File: src/rtl/mem_stage_pkg.sv
// Shared definitions for the memory stage: opcodes, address-error codes and
// the enums used by the bus FSM and the alignment/formatting logic.
package mem_stage_pkg;

    localparam logic [5:0] OP_ADDIU = 6'h09;
    localparam logic [5:0] OP_LB    = 6'h20;
    localparam logic [5:0] OP_LH    = 6'h21;
    localparam logic [5:0] OP_LW    = 6'h23;
    localparam logic [5:0] OP_LBU   = 6'h24;
    localparam logic [5:0] OP_LHU   = 6'h25;
    localparam logic [5:0] OP_SB    = 6'h28;
    localparam logic [5:0] OP_SH    = 6'h29;
    localparam logic [5:0] OP_SW    = 6'h2b;

    localparam logic [5:0] FN_ADDU  = 6'h21;
    localparam logic [5:0] FN_SUBU  = 6'h23;

    localparam logic [5:0] EXC_ADEL = 6'b100100;
    localparam logic [5:0] EXC_ADES = 6'b100101;

    typedef enum logic [1:0] {IDLE, REQ, WAIT, DONE} mem_state_t;
    typedef enum logic [1:0] {MEM_BYTE, MEM_HALF, MEM_WORD} mem_size_t;

    function automatic logic is_load(input logic [5:0] ic);
        return ic inside {OP_LB, OP_LBU, OP_LH, OP_LHU, OP_LW};
    endfunction

    function automatic logic is_store(input logic [5:0] ic);
        return ic inside {OP_SB, OP_SH, OP_SW};
    endfunction

    function automatic mem_size_t mem_size(input logic [5:0] ic);
        case (ic)
            OP_LB, OP_LBU, OP_SB: return MEM_BYTE;
            OP_LH, OP_LHU, OP_SH: return MEM_HALF;
            default:              return MEM_WORD;
        endcase
    endfunction

endpackage

File: src/rtl/mem_stage_if.sv
// Data bus between the memory stage (master) and the data memory (slave).
// A request is offered while dreq_valid=1 with addr/strobe/data held stable
// until dresp_addr_ok accepts it; dresp_data_ok (same cycle or later) ends it.
interface mem_stage_if;
    logic        dreq_valid;
    logic [31:0] dreq_addr;
    logic [3:0]  dreq_strobe;
    logic [31:0] dreq_data;
    logic        dresp_addr_ok;
    logic        dresp_data_ok;
    logic [31:0] dresp_data;

    modport master (
        output dreq_valid, dreq_addr, dreq_strobe, dreq_data,
        input  dresp_addr_ok, dresp_data_ok, dresp_data
    );

    modport slave (
        input  dreq_valid, dreq_addr, dreq_strobe, dreq_data,
        output dresp_addr_ok, dresp_data_ok, dresp_data
    );
endinterface

File: src/rtl/mem_align.sv
// Combinational alignment check, store lane steering and load formatting.
// addr is only the byte offset within the word; the upper bits never matter here.
module mem_align
    import mem_stage_pkg::*;
(
    input  logic [5:0]  icode,
    input  logic [1:0]  addr,
    input  logic [31:0] valt,
    input  logic [31:0] rdata_raw,
    output logic [3:0]  strobe,
    output logic [31:0] wdata,
    output logic [31:0] rdata_fmt,
    output logic        adel,
    output logic        ades
);
    mem_size_t   size;
    logic        misaligned;
    logic [7:0]  byte_l;
    logic [15:0] half_l;

    assign size       = mem_size(icode);
    assign misaligned = ((size == MEM_WORD) && (addr != 2'b00)) ||
                        ((size == MEM_HALF) && addr[0]);
    assign adel       = is_load(icode) && misaligned;
    assign ades       = is_store(icode) && misaligned;
    assign half_l     = addr[1] ? rdata_raw[31:16] : rdata_raw[15:0];

    always_comb begin
        case (addr)
            2'd0:    byte_l = rdata_raw[7:0];
            2'd1:    byte_l = rdata_raw[15:8];
            2'd2:    byte_l = rdata_raw[23:16];
            default: byte_l = rdata_raw[31:24];
        endcase
    end

    always_comb begin
        strobe = 4'b0000;
        wdata  = valt;
        if (is_store(icode)) begin
            case (size)
                MEM_BYTE: begin strobe = 4'b0001 << addr; wdata = {4{valt[7:0]}};  end
                MEM_HALF: begin strobe = 4'b0011 << addr; wdata = {2{valt[15:0]}}; end
                default:  strobe = 4'b1111;
            endcase
        end
    end

    always_comb begin
        rdata_fmt = rdata_raw;
        case (icode)
            OP_LB:   rdata_fmt = {{24{byte_l[7]}}, byte_l};
            OP_LBU:  rdata_fmt = {24'b0, byte_l};
            OP_LH:   rdata_fmt = {{16{half_l[15]}}, half_l};
            OP_LHU:  rdata_fmt = {16'b0, half_l};
            default: rdata_fmt = rdata_raw;
        endcase
    end
endmodule

File: src/rtl/mem_stage.sv
// MIPS memory stage: E->M pipeline register, address-error detection,
// data bus transaction FSM and load data formatting for writeback.
module mem_stage
    import mem_stage_pkg::*;
(
    input  logic        clk,
    input  logic        resetn,
    input  logic        M_stall,
    input  logic        M_bubble,
    input  logic [31:0] M_pc,
    input  logic [31:0] M_val3,
    input  logic [31:0] M_valt,
    input  logic [5:0]  M_icode,
    input  logic [5:0]  M_acode,
    input  logic [5:0]  M_excCode,
    input  logic [4:0]  M_dst,
    input  logic        M_inDelaySlot,
    mem_stage_if.master dbus,
    output logic [31:0] m_pc,
    output logic [31:0] m_val3,
    output logic [5:0]  m_icode,
    output logic [5:0]  m_acode,
    output logic [5:0]  m_excCode,
    output logic [4:0]  m_dst,
    output logic        m_inDelaySlot,
    output logic [31:0] m_badvaddr,
    output logic        m_busy,
    output mem_state_t  dbg_state
);
    logic [31:0] r_val3, r_valt, rdata;
    logic [4:0]  r_dst;
    mem_state_t  state, state_nx;
    logic        load_en, bubble_en, capture;
    logic [5:0]  exc_new, al_icode;
    logic [31:0] bad_new, al_valt, al_wdata, al_rdata;
    logic [1:0]  al_off;
    logic [3:0]  al_strobe;
    logic        al_adel, al_ades;

    assign m_busy    = (state == REQ) || (state == WAIT);
    assign load_en   = !m_busy && !M_stall && !M_bubble;
    assign bubble_en = !m_busy && !M_stall && M_bubble;
    assign capture   = ((state == REQ) && dbus.dresp_addr_ok && dbus.dresp_data_ok) ||
                       ((state == WAIT) && dbus.dresp_data_ok);

    // Busy: steer/format the held instruction. Idle: check the incoming one.
    assign al_icode = m_busy ? m_icode     : M_icode;
    assign al_off   = m_busy ? r_val3[1:0] : M_val3[1:0];
    assign al_valt  = m_busy ? r_valt      : M_valt;

    mem_align u_align (
        .icode     (al_icode),
        .addr      (al_off),
        .valt      (al_valt),
        .rdata_raw (dbus.dresp_data),
        .strobe    (al_strobe),
        .wdata     (al_wdata),
        .rdata_fmt (al_rdata),
        .adel      (al_adel),
        .ades      (al_ades)
    );

    always_comb begin
        exc_new = M_excCode;
        bad_new = '0;
        if (!M_excCode[5] && (al_adel || al_ades)) begin
            exc_new = al_adel ? EXC_ADEL : EXC_ADES;
            bad_new = M_val3;
        end
    end

    always_ff @(posedge clk or negedge resetn) begin
        if (!resetn) begin
            m_pc <= '0; r_val3 <= '0; r_valt <= '0; m_icode <= '0; m_acode <= '0;
            m_excCode <= '0; r_dst <= '0; m_inDelaySlot <= 1'b0; m_badvaddr <= '0;
        end else if (load_en) begin
            m_pc <= M_pc; r_val3 <= M_val3; r_valt <= M_valt; m_icode <= M_icode;
            m_acode <= M_acode; m_excCode <= exc_new; r_dst <= M_dst;
            m_inDelaySlot <= M_inDelaySlot; m_badvaddr <= bad_new;
        end else if (bubble_en) begin
            r_val3 <= '0; r_valt <= '0; m_icode <= '0; m_acode <= '0;
            m_excCode <= '0; r_dst <= '0; m_inDelaySlot <= 1'b0; m_badvaddr <= '0;
        end
    end

    always_ff @(posedge clk or negedge resetn) begin
        if (!resetn)      rdata <= '0;
        else if (capture) rdata <= al_rdata;
    end

    always_ff @(posedge clk or negedge resetn) begin
        if (!resetn) state <= IDLE;
        else         state <= state_nx;
    end

    always_comb begin
        state_nx = state;
        case (state)
            IDLE, DONE: begin
                if (load_en)
                    state_nx = ((is_load(M_icode) || is_store(M_icode)) && !exc_new[5]) ? REQ : IDLE;
                else if (bubble_en)
                    state_nx = IDLE;
            end
            REQ:     if (dbus.dresp_addr_ok) state_nx = dbus.dresp_data_ok ? DONE : WAIT;
            WAIT:    if (dbus.dresp_data_ok) state_nx = DONE;
            default: state_nx = IDLE;
        endcase
    end

    assign dbus.dreq_valid  = (state == REQ);
    assign dbus.dreq_addr   = {r_val3[31:2], 2'b00};
    assign dbus.dreq_strobe = (state == REQ) ? al_strobe : 4'b0000;
    assign dbus.dreq_data   = (state == REQ) ? al_wdata : 32'h0;

    always_comb begin
        m_val3 = r_val3;
        if (is_load(m_icode))
            m_val3 = m_excCode[5] ? 32'h0 : ((state == DONE) ? rdata : r_val3);
    end

    assign m_dst     = m_excCode[5] ? 5'd0 : r_dst;
    assign dbg_state = state;
endmodule

File: src/flat_wrapper.sv
// flat-port wrapper written by rule: the top's interface ports become plain ports
module mem_stage_flat import mem_stage_pkg::*;
  (clk, resetn, M_stall, M_bubble, M_pc, M_val3, M_valt, M_icode, M_acode, M_excCode, M_dst, M_inDelaySlot, m_pc, m_val3, m_icode, m_acode, m_excCode, m_dst, m_inDelaySlot, m_badvaddr, m_busy, dbg_state, dbus_dreq_valid, dbus_dreq_addr, dbus_dreq_strobe, dbus_dreq_data, dbus_dresp_addr_ok, dbus_dresp_data_ok, dbus_dresp_data);
  mem_stage_if dbus_i ();
  input  logic clk;
  input  logic resetn;
  input  logic M_stall;
  input  logic M_bubble;
  input  logic [31:0] M_pc;
  input  logic [31:0] M_val3;
  input  logic [31:0] M_valt;
  input  logic [5:0] M_icode;
  input  logic [5:0] M_acode;
  input  logic [5:0] M_excCode;
  input  logic [4:0] M_dst;
  input  logic M_inDelaySlot;
  output logic [31:0] m_pc;
  output logic [31:0] m_val3;
  output logic [5:0] m_icode;
  output logic [5:0] m_acode;
  output logic [5:0] m_excCode;
  output logic [4:0] m_dst;
  output logic m_inDelaySlot;
  output logic [31:0] m_badvaddr;
  output logic m_busy;
  output mem_state_t dbg_state;
  output wire logic [$bits(dbus_i.dreq_valid)-1:0] dbus_dreq_valid;
  output wire logic [$bits(dbus_i.dreq_addr)-1:0] dbus_dreq_addr;
  output wire logic [$bits(dbus_i.dreq_strobe)-1:0] dbus_dreq_strobe;
  output wire logic [$bits(dbus_i.dreq_data)-1:0] dbus_dreq_data;
  input wire logic [$bits(dbus_i.dresp_addr_ok)-1:0] dbus_dresp_addr_ok;
  input wire logic [$bits(dbus_i.dresp_data_ok)-1:0] dbus_dresp_data_ok;
  input wire logic [$bits(dbus_i.dresp_data)-1:0] dbus_dresp_data;
  assign dbus_dreq_valid = dbus_i.dreq_valid;
  assign dbus_dreq_addr = dbus_i.dreq_addr;
  assign dbus_dreq_strobe = dbus_i.dreq_strobe;
  assign dbus_dreq_data = dbus_i.dreq_data;
  assign dbus_i.dresp_addr_ok = dbus_dresp_addr_ok;
  assign dbus_i.dresp_data_ok = dbus_dresp_data_ok;
  assign dbus_i.dresp_data = dbus_dresp_data;
  mem_stage u_core (.clk(clk), .resetn(resetn), .M_stall(M_stall), .M_bubble(M_bubble), .M_pc(M_pc), .M_val3(M_val3), .M_valt(M_valt), .M_icode(M_icode), .M_acode(M_acode), .M_excCode(M_excCode), .M_dst(M_dst), .M_inDelaySlot(M_inDelaySlot), .dbus(dbus_i), .m_pc(m_pc), .m_val3(m_val3), .m_icode(m_icode), .m_acode(m_acode), .m_excCode(m_excCode), .m_dst(m_dst), .m_inDelaySlot(m_inDelaySlot), .m_badvaddr(m_badvaddr), .m_busy(m_busy), .dbg_state(dbg_state));
endmodule
File: config.mk
export PLATFORM = sky130hd
export DESIGN_NAME = mem_stage_flat
export DESIGN_NICKNAME = d
export VERILOG_FILES = /design/src/rtl/mem_stage_pkg.sv /design/src/rtl/mem_stage_if.sv /design/src/rtl/mem_align.sv /design/src/rtl/mem_stage.sv /design/src/flat_wrapper.sv
export SDC_FILE = /design/constraint.sdc
export NUM_CORES = 1
export LEC_CHECK = 0
export ABC_AREA = 1
export CORE_UTILIZATION = 41
export CTS_CLUSTER_DIAMETER = 200
export DETAILED_ROUTE_END_ITERATION = 10
export HOLD_SLACK_MARGIN = 0.15
export PLACE_DENSITY = 0.88
export SYNTH_ARGS = -nofsm -noshare
export SYNTH_HDL_FRONTEND = slang
export SYNTH_SLANG_ARGS = --single-unit
File: constraint.sdc
create_clock -name clk -period 2.5 [get_ports clk]
set_clock_uncertainty 0.15 [all_clocks]
set_input_delay 0.5 -clock clk [delete_from_list [all_inputs] [get_ports clk]]
set_output_delay 0.5 -clock clk [all_outputs]
set_load 0.01 [all_outputs]
==> flow_metrics.env, run 1 <==
export IMPL_period_share_pct=131
export IMPL_die_x_um=157
export IMPL_stdcell_count=2078
export IMPL_powerDensity_nw_per_um2=1330
export IMPL_yosys_area_top_type="dfrtp_1"
export IMPL_layout_common_cells="nand2_1 (322), clkdlybuf4s50_1 (276), dfrtp_1 (186)"
export IMPL_worst_pin_slew_ns=0.591
export IMPL_switchingPower_mw=10.3
export IMPL_reg2reg_slack_ns=-0.28
export IMPL_final_antenna_net_count=0
export IMPL_r2r_end="u_core.m_badvaddr[27]$_DFFE_PN0P_"
export IMPL_ir_drop_mv=0.543
export IMPL_totalWireLength_um=42100
export IMPL_hpwl_um=25900
export IMPL_clockBufferDepth=2
export IMPL_place_area_um2=14400
export IMPL_syn_area_um2=9900
export IMPL_drive_gt1_share_pct=33.2
export IMPL_fin_ws_ns=-0.768
export IMPL_drcViolationCount=0
export IMPL_yosys_area_share_adder_pct=0.379
export IMPL_cts_tree="yes"
export IMPL_crit_path_max_incr_delay_ns=0.41
export IMPL_firstDrtPassIters=5
export IMPL_grt_pass1_wl_um=58800
export IMPL_vias_per_cell=5.39
export IMPL_synth_top_family_by_area="simple AND/OR/NAND/NOR gates"
export IMPL_leakagePower_nw=7.87
export IMPL_worstHoldPathType="reg -> reg"
export IMPL_yosys_area_share_xor_xnor_pct=0
export IMPL_cp_slowest_cell="dfrtp_1"
export IMPL_p_int_mw=12.5
export IMPL_grt_max_degree=57
export IMPL_start_util_pct=42.0
export IMPL_yosys_warnings=0
export IMPL_rsz0062_at_grt="true"
export IMPL_h_tree_depth=4
export IMPL_fmax_mhz=306
export IMPL_hold_path_depth=2
export IMPL_arrival_ns=2.62
export IMPL_vias=11200
export IMPL_drv_cap=0
export IMPL_combPwrFrac_pct=66.2
export IMPL_p_clk_share_pct=12.6
export IMPL_critPathLaunchType="flip-flop"
export IMPL_grt_ovfl_total=0
export IMPL_outcome="complete, but fails checks"
export IMPL_required_ns=1.85
export IMPL_ys_seq_area_share_pct=47.0
export IMPL_syn_to_final_growth_pct=73.6
export IMPL_async_flop_share_pct=100
export IMPL_hold_viol=0
export IMPL_fillCellCount=1638
export IMPL_io_buffers=347
export IMPL_core_area_um2=23500
export IMPL_multi_input_area_um2=5270
export IMPL_dieArea_um2=24800
export IMPL_path_class="reg -> out"
export IMPL_synth_simple_gate_area_share_pct=21.4
export IMPL_swShare_pct=45.3
export IMPL_hold_start="u_core.m_pc[31]$_DFFE_PN0P_"
export IMPL_std_cell_rows=56
export IMPL_layout_min_cycle_time_ns=3.27
export IMPL_clockRootBuffer="clkbuf_16"
export IMPL_p_seq_share_pct=21.3
export IMPL_synthMuxAreaShare_pct=0
export IMPL_placed_cells=1950
export IMPL_setup_viol=132
export IMPL_finalMaxSlewViolations=0
export IMPL_cts_made_buffers=17
export IMPL_ios=350
export IMPL_clock_sinks=186
export IMPL_first_global_vias=10800
export IMPL_synth_compound_area_share_pct=18.9
export IMPL_regArea_um2=4650
export IMPL_synthFlopType="dfrtp_1"
export IMPL_path_max_fanout=6
export IMPL_synth_edff_count=0
export IMPL_synthDistinctLibCells=37
export IMPL_gp_congestion=0.932
export IMPL_synth_top_area_share_pct=47.0
export IMPL_min_to="u_core.m_pc[31]$_DFFE_PN0P_"
export IMPL_yosys_register_bits=186
export IMPL_avgSynthCellArea_um2=7.75
export IMPL_design_area_um2=17200
export IMPL_die_y_um=157
export IMPL_final_common_cell="nand2_1"
export IMPL_endpoint_kind="primary output"
export IMPL_cp_cell_sequence="ha_4, buf_12, nand2_4, nand2_4, nor2_4, nand2_4, nor2_4, buf_6, o21ai_2, o21ai_2, buf_4, a21oi_2, buf_2"
export IMPL_netlist_top_cells_area="dfrtp_1 (47%), nand2_1 (14%), o21ai_0 (7.2%), inv_1 (5.7%), a21oi_1 (3.5%)"
export IMPL_cts_clk_slew_worst_paths_ns=0.07
export IMPL_antenna_found_initial=1
export IMPL_relSlewSlack_pct=60.5
export IMPL_reg2reg_depth=16
export IMPL_clk_latency_ns=0.43
export IMPL_design_power_total_mw=22.8
export IMPL_fin_nets=1905
export IMPL_synth_cells=1278
export IMPL_grt_use_total_pct=31.1
export IMPL_violations="negative setup slack"
export IMPL_wl_per_cell_um=20.3
export IMPL_reg2reg_from="u_core.dbg_state[1]$_DFFE_PN0P_"
export IMPL_cpMostUsedCell="nand2_4"
export IMPL_drt_iter0_markers=950
[final cells by class]
class,instances,area share (%)
repair inverters,2,0.102
flip-flops and latches,186,27.1
clock buffers,18,2.56
clock inverters,14,0.990
inverters,156,3.71
diodes,2,0.0291
repair buffers,546,32.5
well taps,319,2.32
multi-input cells,835,30.7
[metrics by stage]
step	setup slack [ns]	setup TNS (ns)	utilization, %	hold WS (ns)
2_1_floorplan	-0.0208	-0.151	-	0.0544
3_3_place_gp	-0.788	-33.64	61.0	0.313
3_5_place_dp	-0.803	-37.43	61.0	0.314
4_1_cts	-0.681	-31.98	68.2	0.334
5_1_grt	-0.848	-52.96	73.0	0.344
6_report	-0.768	-42.59	73.0	0.328
[cells by family (layout without fill, tap and decap cells)]
family                   count (synthesis)  count (layout)
AND/OR/NAND/NOR                        506             510
AO/OA/AOI/OAI                          320             320
buffers and inverters                  262             736
flip-flops                             186             186
adder cells (fa/ha/maj)                  3               3
other                                    1               4
[flip-flops by register name (all words and copies together) (netlist names), 6 cells and up]
signal             count
u_core.m_acode         6
u_core.m_badvaddr     32
u_core.m_excCode       6
u_core.m_icode         6
u_core.m_pc           32
u_core.r_val3         32
u_core.r_valt         32
u_core.rdata          32
[cell usage after synthesis, types with 2 or more instances]
| cell type | instances |
|---|---|
| inv_2 | 5 |
| a21oi_2 | 2 |
| nor2_2 | 3 |
| buf_4 | 33 |
| nand3_1 | 49 |
| o2111ai_1 | 7 |
| a21boi_0 | 2 |
| nand2_2 | 10 |
| a211oi_1 | 32 |
| ha_1 | 3 |
| nand2_1 | 360 |
| nand3_2 | 3 |
| nor2_1 | 66 |
| a22o_1 | 8 |
| o21ai_1 | 19 |
| o211ai_1 | 3 |
| dfrtp_1 | 186 |
| buf_2 | 26 |
| inv_1 | 150 |
| clkbuf_1 | 38 |
| o22ai_1 | 6 |
| nor2_4 | 5 |
| o21ai_0 | 142 |
| o21ai_2 | 27 |
| buf_6 | 9 |
| a21oi_1 | 70 |
| nand2_4 | 4 |
[per-layer routing]
layer  routed length [um]  share of wire, %  GRT usage, %  vias up
met4                 2250               5.3          15.6        0
met2                20100                48          50.4      697
met3                 3650               8.7          6.66      187
met5                    0                 0             0        -
met1                16200                38          39.1     5287
li1                     -                 -             -     5026
[worst max path at each step]
stage / from / to / slack [ns] / depth (start not counted)
after floorplan: u_core.dbg_state[0]$_DFFE_PN0P_ / dbus_dreq_data[26] / -0.02 / 15
after global placement: M_icode[3] / dbus_dreq_data[8] / -0.79 / 11
after detailed placement: M_icode[3] / dbus_dreq_data[30] / -0.80 / 12
after CTS: u_core.dbg_state[1]$_DFFE_PN0P_ / dbus_dreq_data[21] / -0.68 / 13
after global routing: u_core.dbg_state[1]$_DFFE_PN0P_ / dbus_dreq_data[26] / -0.85 / 15
final: u_core.dbg_state[1]$_DFFE_PN0P_ / dbus_dreq_data[30] / -0.77 / 13
[critical path, delay by kind of cell (launching register included)]
kind	cells	cell delay (ns)
flops	1	0.41
simple gates	5	0.58
fa+ha+maj	1	0.32
buf+inv	4	0.60
compound gates	3	0.27
[power by group through the flow]
stage	Clock, mW	Sequential (mW)	Combinational (mW)
floorplan	0	4.87	5.82
finish	2.86	4.85	15.1
detailed placement	0	4.76	11.3
global placement	0	4.70	11.1
global route	3.01	4.95	15.9
CTS	2.88	4.78	12.8
[timing repair]
| action | CTS | global route |
|---|---|---|
| pin swaps | 36 | 57 |
| cloned | 15 | 5 |
| hold buffers | 1 | 0 |
| endpoints found under the setup margin | 132 | 135 |
| endpoints found under the hold margin | 50 | 0 |
| resized for setup | 482 | 236 |
| setup buffers | 45 | 36 |
No activity file was read; power rests on OpenSTA's default activity.
==> run 2, diff against run 1 <==
--- a/config.mk
+++ b/config.mk
@@ -9,7 +9,7 @@
 export CORE_UTILIZATION = 41
 export CTS_CLUSTER_DIAMETER = 200
 export DETAILED_ROUTE_END_ITERATION = 10
-export HOLD_SLACK_MARGIN = 0.15
+export HOLD_SLACK_MARGIN = 0.08
 export PLACE_DENSITY = 0.88
 export SYNTH_ARGS = -nofsm -noshare
 export SYNTH_HDL_FRONTEND = slang
==> results of run 2 <==
Final layout, timing and power as in run 1 (identical DEF).
